[src/rtl/table_pkg.sv]
// Shared types and default sizing for the predictor-table SRAM controller.
package table_pkg;

    localparam int                  TBL_ADDR_W     = 8;
    localparam int                  TBL_DATA_W     = 4;
    localparam logic [TBL_DATA_W-1:0] TBL_INIT_VAL = 4'b0100;
    localparam int                  TBL_STARVE_LIM = 3;

    typedef enum logic {
        INIT,
        RUN
    } table_state_e;

    // Write-port payload, sized by the package defaults.
    typedef struct packed {
        logic [TBL_ADDR_W-1:0] addr;
        logic [TBL_DATA_W-1:0] data;
        logic [TBL_DATA_W-1:0] mask;
    } wr_req_t;

endpackage

[src/rtl/table_wr_arb.sv]
// Two-port write arbiter: port A has fixed priority and port B is forced
// through after STARVE_LIM consecutive losses.
module table_wr_arb
    import table_pkg::*;
#(
    parameter int STARVE_LIM = TBL_STARVE_LIM
) (
    input  logic clock,
    input  logic reset,
    input  logic en_i,
    input  logic a_valid_i,
    input  logic b_valid_i,
    output logic a_grant_o,
    output logic b_grant_o
);

    localparam int CW = (STARVE_LIM < 1) ? 1 : $clog2(STARVE_LIM + 1);

    logic [CW-1:0] starve_q, starve_d;
    logic          lim_hit;

    always_comb begin
        lim_hit   = (starve_q == CW'(STARVE_LIM));
        b_grant_o = en_i && b_valid_i && (!a_valid_i || lim_hit);
        a_grant_o = en_i && a_valid_i && !b_grant_o;
        // Any cycle where B is not a losing requester clears its history.
        starve_d  = '0;
        if (en_i && b_valid_i && !b_grant_o) begin
            starve_d = lim_hit ? starve_q : starve_q + 1'b1;
        end
    end

    always_ff @(posedge clock) begin
        if (!reset) begin
            starve_q <= '0;
        end else begin
            starve_q <= starve_d;
        end
    end

endmodule

[src/rtl/table_sram_ctrl.sv]
// Predictor-table SRAM controller: init sweep, one read port, two arbitrated
// write ports. Define TABLE_SRAM_CTRL_BYPASS_EN for same-cycle write-to-read merge.
module table_sram_ctrl
    import table_pkg::*;
#(
    parameter int                ADDR_W     = TBL_ADDR_W,
    parameter int                DATA_W     = TBL_DATA_W,
    parameter logic [DATA_W-1:0] INIT_VAL   = TBL_INIT_VAL,
    parameter int                STARVE_LIM = TBL_STARVE_LIM
) (
    input  logic              clock,
    input  logic              reset,
    input  logic              flush,
    output logic              busy,
    input  logic              rd_valid,
    output logic              rd_ready,
    input  logic [ADDR_W-1:0] rd_addr,
    output logic              rd_resp_valid,
    output logic [DATA_W-1:0] rd_resp_data,
    input  logic              wa_valid,
    output logic              wa_ready,
    input  logic [ADDR_W-1:0] wa_addr,
    input  logic [DATA_W-1:0] wa_data,
    input  logic [DATA_W-1:0] wa_mask,
    input  logic              wb_valid,
    output logic              wb_ready,
    input  logic [ADDR_W-1:0] wb_addr,
    input  logic [DATA_W-1:0] wb_data,
    input  logic [DATA_W-1:0] wb_mask,
    output logic [ADDR_W-1:0] sram_r_addr,
    input  logic [DATA_W-1:0] sram_r_data,
    output logic              sram_w_en,
    output logic [ADDR_W-1:0] sram_w_addr,
    output logic [DATA_W-1:0] sram_w_data,
    output logic [DATA_W-1:0] sram_w_mask
);

    table_state_e      state_q, state_d;
    logic [ADDR_W-1:0] cnt_q, cnt_d;
    logic              rd_resp_valid_q;
    logic              run_en, wa_gnt, wb_gnt;
    wr_req_t           wa_req, wb_req, wr_sel;

    assign run_en   = reset && (state_q == RUN) && !flush;
    assign rd_ready = reset && (state_q == RUN);
    assign busy     = (state_q == INIT);
    assign wa_ready = wa_gnt;
    assign wb_ready = wb_gnt;

    assign sram_r_addr   = rd_addr;
    assign rd_resp_valid = rd_resp_valid_q;

    table_wr_arb #(
        .STARVE_LIM (STARVE_LIM)
    ) u_arb (
        .clock     (clock),
        .reset     (reset),
        .en_i      (run_en),
        .a_valid_i (wa_valid),
        .b_valid_i (wb_valid),
        .a_grant_o (wa_gnt),
        .b_grant_o (wb_gnt)
    );

    always_comb begin
        wa_req      = '{addr: wa_addr, data: wa_data, mask: wa_mask};
        wb_req      = '{addr: wb_addr, data: wb_data, mask: wb_mask};
        wr_sel      = wb_gnt ? wb_req : wa_req;
        sram_w_en   = wa_gnt || wb_gnt;
        sram_w_addr = wr_sel.addr;
        sram_w_data = wr_sel.data;
        sram_w_mask = wr_sel.mask;
        if (state_q == INIT) begin
            sram_w_en   = reset;
            sram_w_addr = cnt_q;
            sram_w_data = INIT_VAL;
            sram_w_mask = '1;
        end
    end

    always_comb begin
        state_d = state_q;
        cnt_d   = cnt_q;
        // Flush wins over everything, including an in-progress sweep.
        if (flush) begin
            state_d = INIT;
            cnt_d   = '0;
        end else if (state_q == INIT) begin
            cnt_d = cnt_q + 1'b1;
            if (cnt_q == '1) state_d = RUN;
        end
    end

    always_ff @(posedge clock) begin
        if (!reset) begin
            state_q         <= INIT;
            cnt_q           <= '0;
            rd_resp_valid_q <= 1'b0;
        end else begin
            state_q         <= state_d;
            cnt_q           <= cnt_d;
            rd_resp_valid_q <= rd_valid && rd_ready;
        end
    end

`ifdef TABLE_SRAM_CTRL_BYPASS_EN
    logic              byp_hit_q;
    logic [DATA_W-1:0] byp_data_q, byp_mask_q;

    always_ff @(posedge clock) begin
        if (!reset) begin
            byp_hit_q <= 1'b0;
        end else begin
            byp_hit_q <= rd_valid && rd_ready && (wa_gnt || wb_gnt) && (rd_addr == wr_sel.addr);
        end
    end

    always_ff @(posedge clock) begin
        byp_data_q <= wr_sel.data;
        byp_mask_q <= wr_sel.mask;
    end

    // The SRAM returns pre-write contents on a collision; patch in the new bits.
    always_comb begin
        rd_resp_data = '0;
        if (rd_resp_valid_q) begin
            rd_resp_data = byp_hit_q ? ((byp_data_q & byp_mask_q) | (sram_r_data & ~byp_mask_q))
                                     : sram_r_data;
        end
    end
`else
    always_comb begin
        rd_resp_data = '0;
        if (rd_resp_valid_q) rd_resp_data = sram_r_data;
    end
`endif

endmodule

[config.mk]
export PLATFORM = sky130hd
export DESIGN_NAME = table_sram_ctrl
export DESIGN_NICKNAME = d
export VERILOG_FILES = /design/src/rtl/table_pkg.sv /design/src/rtl/table_wr_arb.sv /design/src/rtl/table_sram_ctrl.sv
export SDC_FILE = /design/constraint.sdc
export NUM_CORES = 1
export LEC_CHECK = 0
export CAP_MARGIN = 20
export CORE_MARGIN = 2
export CORE_UTILIZATION = 25
export CTS_CLUSTER_DIAMETER = 60
export DETAILED_ROUTE_END_ITERATION = 6
export PLACE_DENSITY = 0.74
export RECOVER_POWER = 50
export SYNTH_ARGS = -nofsm -noshare
export SYNTH_HDL_FRONTEND = slang
export SYNTH_SLANG_ARGS = --single-unit
[constraint.sdc]
create_clock -name clock -period 2 [get_ports clock]
set_input_delay 0.4 -clock clock [delete_from_list [all_inputs] [get_ports clock]]
set_output_delay 0.4 -clock clock [all_outputs]
set_load 0.02 [all_outputs]
======== Word-level counts from Yosys, hierarchy flattened ========
Index checks and enable logic that the tools add are counted.
storage, ports and cells
  input port bits ......................... 50
  register bits ........................... 12
  output and inout bits ................... 34
  logic and storage cells ................. 33
cells by class
  equal/unequal tests ..................... 2
  muxes and demuxes ....................... 8
  add/subtract/negate cells ............... 2
  bitwise logic cells ..................... 2
  reductions and logical operators ........ 15
operator list
  kind                   number
  $mux W16               1
  $mux W4                3
  $add A8 B1 Y8 const B  1
  $eq A8 B8 Y1 const B   1
  $logic_and A1 B1 Y1    8
  $mux W8                1
  $logic_not A1 Y1       3
  $mux W1                3
  $add A2 B1 Y2 const B  1
  $eq A2 B2 Y1 const B   1
  $logic_or A1 B1 Y1     2
  $not A1 Y1             2
  $reduce_and A2 Y1      1
  $reduce_or A2 Y1       1

======== Depth between registers and ports, before layout ========
  word-level depth ........................ 8
  gate-level depth with buffers ........... 6
  depth with buffers taken out ............ 4

======== Hierarchy ========
A second synthesis with hierarchy kept.
unflattened totals
  cells, all modules ...................... 118
  area, all modules ....................... 903.4 um2
by module, submodules not included
  module           times used  sequential area each (um2)  area each (um2)  cells each
  table_sram_ctrl  1           200.2                       799.5            107
  table_wr_arb     1           40.0                        103.8            11

======== Worst setup path after synthesis ========
OpenSTA, ideal clock, no wires.
  path type ............................... flip-flop to output port
  start point ............................. register u_arb.starve_q[0]
  end point ............................... output sram_w_data[2]
  path slack .............................. 0.105 ns
  arrival time ............................ 1.495 ns
  required time ........................... 1.600 ns
  path buffers ............................ 2
  cell stages (with the launch flop) ...... 7
  cells stage by stage .................... dfxtp_1 > ha_1 > nand2b_1 > buf_1 > buf_4 > a21oi_1 > o21ai_0
on the way
  longest elaborated chain between the ends .. 5
RTL lines
  element                 RTL line               source
  from (decl)             table_wr_arb.sv:19     logic [CW-1:0] starve_q, starve_d;
  from (signal assigned)  table_wr_arb.sv:37     starve_q <= starve_d;
  $eq A2 B2 Y1            table_wr_arb.sv:23     lim_hit = (starve_q == CW'(STARVE_LIM));
  $logic_or A1 B1 Y1      table_wr_arb.sv:24     b_grant_o = en_i && b_valid_i && (!a_valid_i || lim_hit);
  $logic_and A1 B1 Y1     table_wr_arb.sv:24
  $mux W16                table_sram_ctrl.sv:68  wr_sel = wb_gnt ? wb_req : wa_req;
  $mux W4                 table_sram_ctrl.sv:73  if (state_q == INIT) begin
  to (decl)               table_sram_ctrl.sv:34  output logic [DATA_W-1:0] sram_w_data,
No other way between the ends.

======== Final worst setup path ========
  start point ............................. input flush
  end point ............................... output sram_w_addr[7]
on the way
  longest elaborated chain between the ends .. 6
RTL lines
  element                            RTL line               source
  from (decl)                        table_sram_ctrl.sv:13  input logic flush,
  $logic_not A1 Y1                   table_sram_ctrl.sv:44  assign run_en = reset && (state_q == RUN) && !flush;
  $logic_and A1 B1 Y1                table_sram_ctrl.sv:44
  $logic_and A1 B1 Y1 (2 in series)  table_wr_arb.sv:24
  $mux W16                           table_sram_ctrl.sv:68
  $mux W8                            table_sram_ctrl.sv:73
  to (decl)                          table_sram_ctrl.sv:33  output logic [ADDR_W-1:0] sram_w_addr,
No other way between the ends.

==> out/results.ini <==
[min_path]
hp-class=register to register

[synth]
syn_area_per_cell_um2=7.16
async_reset_ff_share_pct=0
synth_area_leaders=dfxtp_1 24%, o21ai_0 9.6%, a21oi_1 8.1%
seq_area_frac_synth_pct=24.3
synth_fp_nets=190
netlist_area_um2=988
yosys_warnings=0
synth_edf_count=0
synth-main-ff-cell=dfxtp_1
yosysTopAreaCellShare_pct=24.3
ys_ff_latch=12
synth.distinct_cells=32
netlist_instances=138
synth_area_leader_cell=dfxtp_1

[setup_path]
cp_slowest_cell=and4b_1
cp_num_buf_inv=3
r2r_end=cnt_q[6]
worst_path_largest_cell_delay_ns=0.32
cp-start-kind=primary input
r2r_cells=4
endpoint=sram_w_addr[7]
worstPathArrival_ns=1.60
r2r_start=cnt_q[0]
cp.depth=6
critPathKind=primary input to output port
critPathCaptureType=output port
crit_required_ns=1.60
critPathLaunch=flush
cp_max_fo=8
crit_chain=dlygate4sd2_1 -> and4b_1 -> buf_6 -> a31oi_1 -> a21oi_1 -> buf_4
r2r_slack_ns=0.68
path_delay_family=buffers and inverters

[global_route]
grt_max_degree=24
grt_overflow=0
grt_pass1_wl_um=5340
grt_pass1_vias=1161
grtUsageTotal_pct=15.4
grt_antenna_before_repair=0

[status]
status=complete, but fails checks
violations=negative setup slack

[clock_network]
cts.sink_count=12
path_clk_slew_ns=0.05
numCtsBuffers=3
h-tree-depth=1
clk_latency_ns=0.23
cts_root_buffer=clkbuf_8
hold_buffers=0
clk_path_buf_depth=2
cts_tree=built
cts_setup_buffers=0

[die]
fp-row-count=22
fp.dieH_um=66.9
core_area_um2=3740
initial_core_util_pct=26.4
fp.dieW_um=66.9
io_pins=84
floorplan.die_area_um2=4470

[sta]
fin_hold_ws_ns=0.435
max-slew-margin-rel_pct=78.0
maxSlewViolCount=0
fmaxAchievable_ghz=0.500
period_share_pct=100
worst_pin_slew_ns=0.330
rsz0062_at_grt=true
final-setup-viol-count=1
min_period_ns=2.00
finalWorstSetupSlack_ns=-0.00117
hold_violations=0
skew_ns=0.00280

[route]
wl_per_cell_um=12.9
vias_per_cell=4.80
ant_nets=0
postRouteWirelength_um=3270
dr.pass1.iters=4
drt_iter0_drc=49
vias=1214
drc=0

[placed_design]
dp_cells=250
hpwlAfterDp_um=2530
io_buffers=67
gp_congestion=0.859

[power]
vdd_drop_max_uv=226
switching_share_pct=21.3
leakagePower_nw=0.799
power.switching_w=0.000126
seqPwrFrac_pct=41.5
power_density_nw_per_um2=337
clkPwrFrac_pct=36.1
p_comb_share_pct=22.4
p_int_w=0.000465

[final_layout]
fin_cells=253
drive_gt1_share_pct=22.0
synthToLayoutAreaGrowth_pct=77.2
n_antenna_cell=0
fin_nets=259
final_core_util_pct=46.8

[flow_run]
maxCapViolCount=0

-- sequential cells by signal, summed over array words and instances (netlist names) --
name and count:
state_q 1, u_arb.starve_q 2, cnt_q 8, rd_resp_valid 1
-- worst register-to-register path, stage by stage, from the launching register on --
cell and delay [ns]:
dfxtp_1 0.43, ha_1 0.27, nand3b_1 0.11, or3_1 0.31
a21oi_1 0.14
-- stage by stage --
| stage | TNS [ns] | setup WS [ns] | instance area, um^2 | total power, W |
|---|---|---|---|---|
| floorplan | 0 | 0.105 | 988 | 0.000302 |
| global placement | -10.61 | -0.634 | 1720 | 0.000384 |
| detailed placement | -10.72 | -0.630 | 1720 | 0.000384 |
| CTS | 0 | 0.00749 | 1710 | 0.000595 |
| global route | -0.0572 | -0.0325 | 1750 | 0.000619 |
| finish | -0.00117 | -0.00117 | 1750 | 0.000590 |
-- worst min path at each step --
stage / start / end / slack, ns / cells after the start
4_1_cts: u_arb.starve_q[0] / u_arb.starve_q[0] / 0.43 / 1
6_report: u_arb.starve_q[0] / u_arb.starve_q[0] / 0.44 / 1
5_1_grt: u_arb.starve_q[0] / u_arb.starve_q[0] / 0.47 / 1
3_3_place_gp: u_arb.starve_q[0] / u_arb.starve_q[0] / 0.41 / 1
3_5_place_dp: u_arb.starve_q[0] / u_arb.starve_q[0] / 0.42 / 1
2_1_floorplan: u_arb.starve_q[0] / u_arb.starve_q[0] / 0.40 / 1
-- cell usage in the layout (no fill, tap or decap), types with 6 or more instances in the layout --
master           netlist  routed
a21oi_1               16      16
a31oi_1                8       8
and2_1                 7       7
buf_2                  3       9
buf_4                 10      15
buf_6                  2       6
clkdlybuf4s50_1        0      38
dfxtp_1               12      10
dlygate4sd2_1          0       7
nor2_1                16      15
o21ai_0               19      16
-- timing repair --
item                                    CTS  global route
gates resized for setup                  93            23
pin swaps                                 3             2
endpoints found under the setup margin   21            22
-- final cells by class --
| class | instances | area, um^2 |
|---|---|---|
| Multi-Input combinational cell | 107 | 657 |
| Clock buffer | 3 | 41.3 |
| Sequential cell | 12 | 243 |
| Tap cell | 48 | 60.1 |
| Fill cell | 393 | 1990 |
| Timing Repair Buffer | 82 | 746 |
| Inverter | 1 | 5.00 |
-- layer usage --
layer | global-route usage [%] | up-vias | share of wire [%]
met5 | 0 | - | 0
met4 | 5.87 | 0 | 1.1
met3 | 3.89 | 7 | 8.9
met2 | 24.5 | 44 | 47
met1 | 19.9 | 542 | 43
li1 | - | 621 | -
-- cell families (layout without fill, tap and decap cells) --
| kind of cell | Yosys count | count (layout) | synth area share (%) |
|---|---|---|---|
| buffers and inverters | 19 | 86 | 12.9 |
| AO/OA/AOI/OAI | 45 | 45 | 23.8 |
| AND/OR/NAND/NOR | 55 | 55 | 31.9 |
| XOR/XNOR | 4 | 4 | 3.54 |
| adder cells (fa/ha/maj) | 2 | 2 | 2.53 |
| flip-flops | 12 | 12 | 24.3 |
| multiplexers | 1 | 1 | 1.01 |
-- synth_stat cells (2+ instances only) --
cell	number
o21ai_1	2
buf_4	10
xor2_1	3
buf_6	2
nor2b_1	3
buf_2	3
nor3_1	5
nand2_1	4
o21ai_0	19
a21oi_1	16
a31oi_1	8
dfxtp_1	12
ha_1	2
nand3_1	5
and2_1	7
or3_1	3
clkbuf_1	2
nand4b_1	3
nor2_1	16
-- power groups by stage --
stage          registers [W]  clock network, W  logic [W]
5_1_grt             0.000245          0.000231   0.000143
6_report            0.000245          0.000213   0.000132
2_1_floorplan       0.000249                 0  0.0000533
3_5_place_dp        0.000250                 0   0.000135
3_3_place_gp        0.000249                 0   0.000134
4_1_cts             0.000245          0.000218   0.000132
No activity file was read; power rests on OpenSTA's default activity.
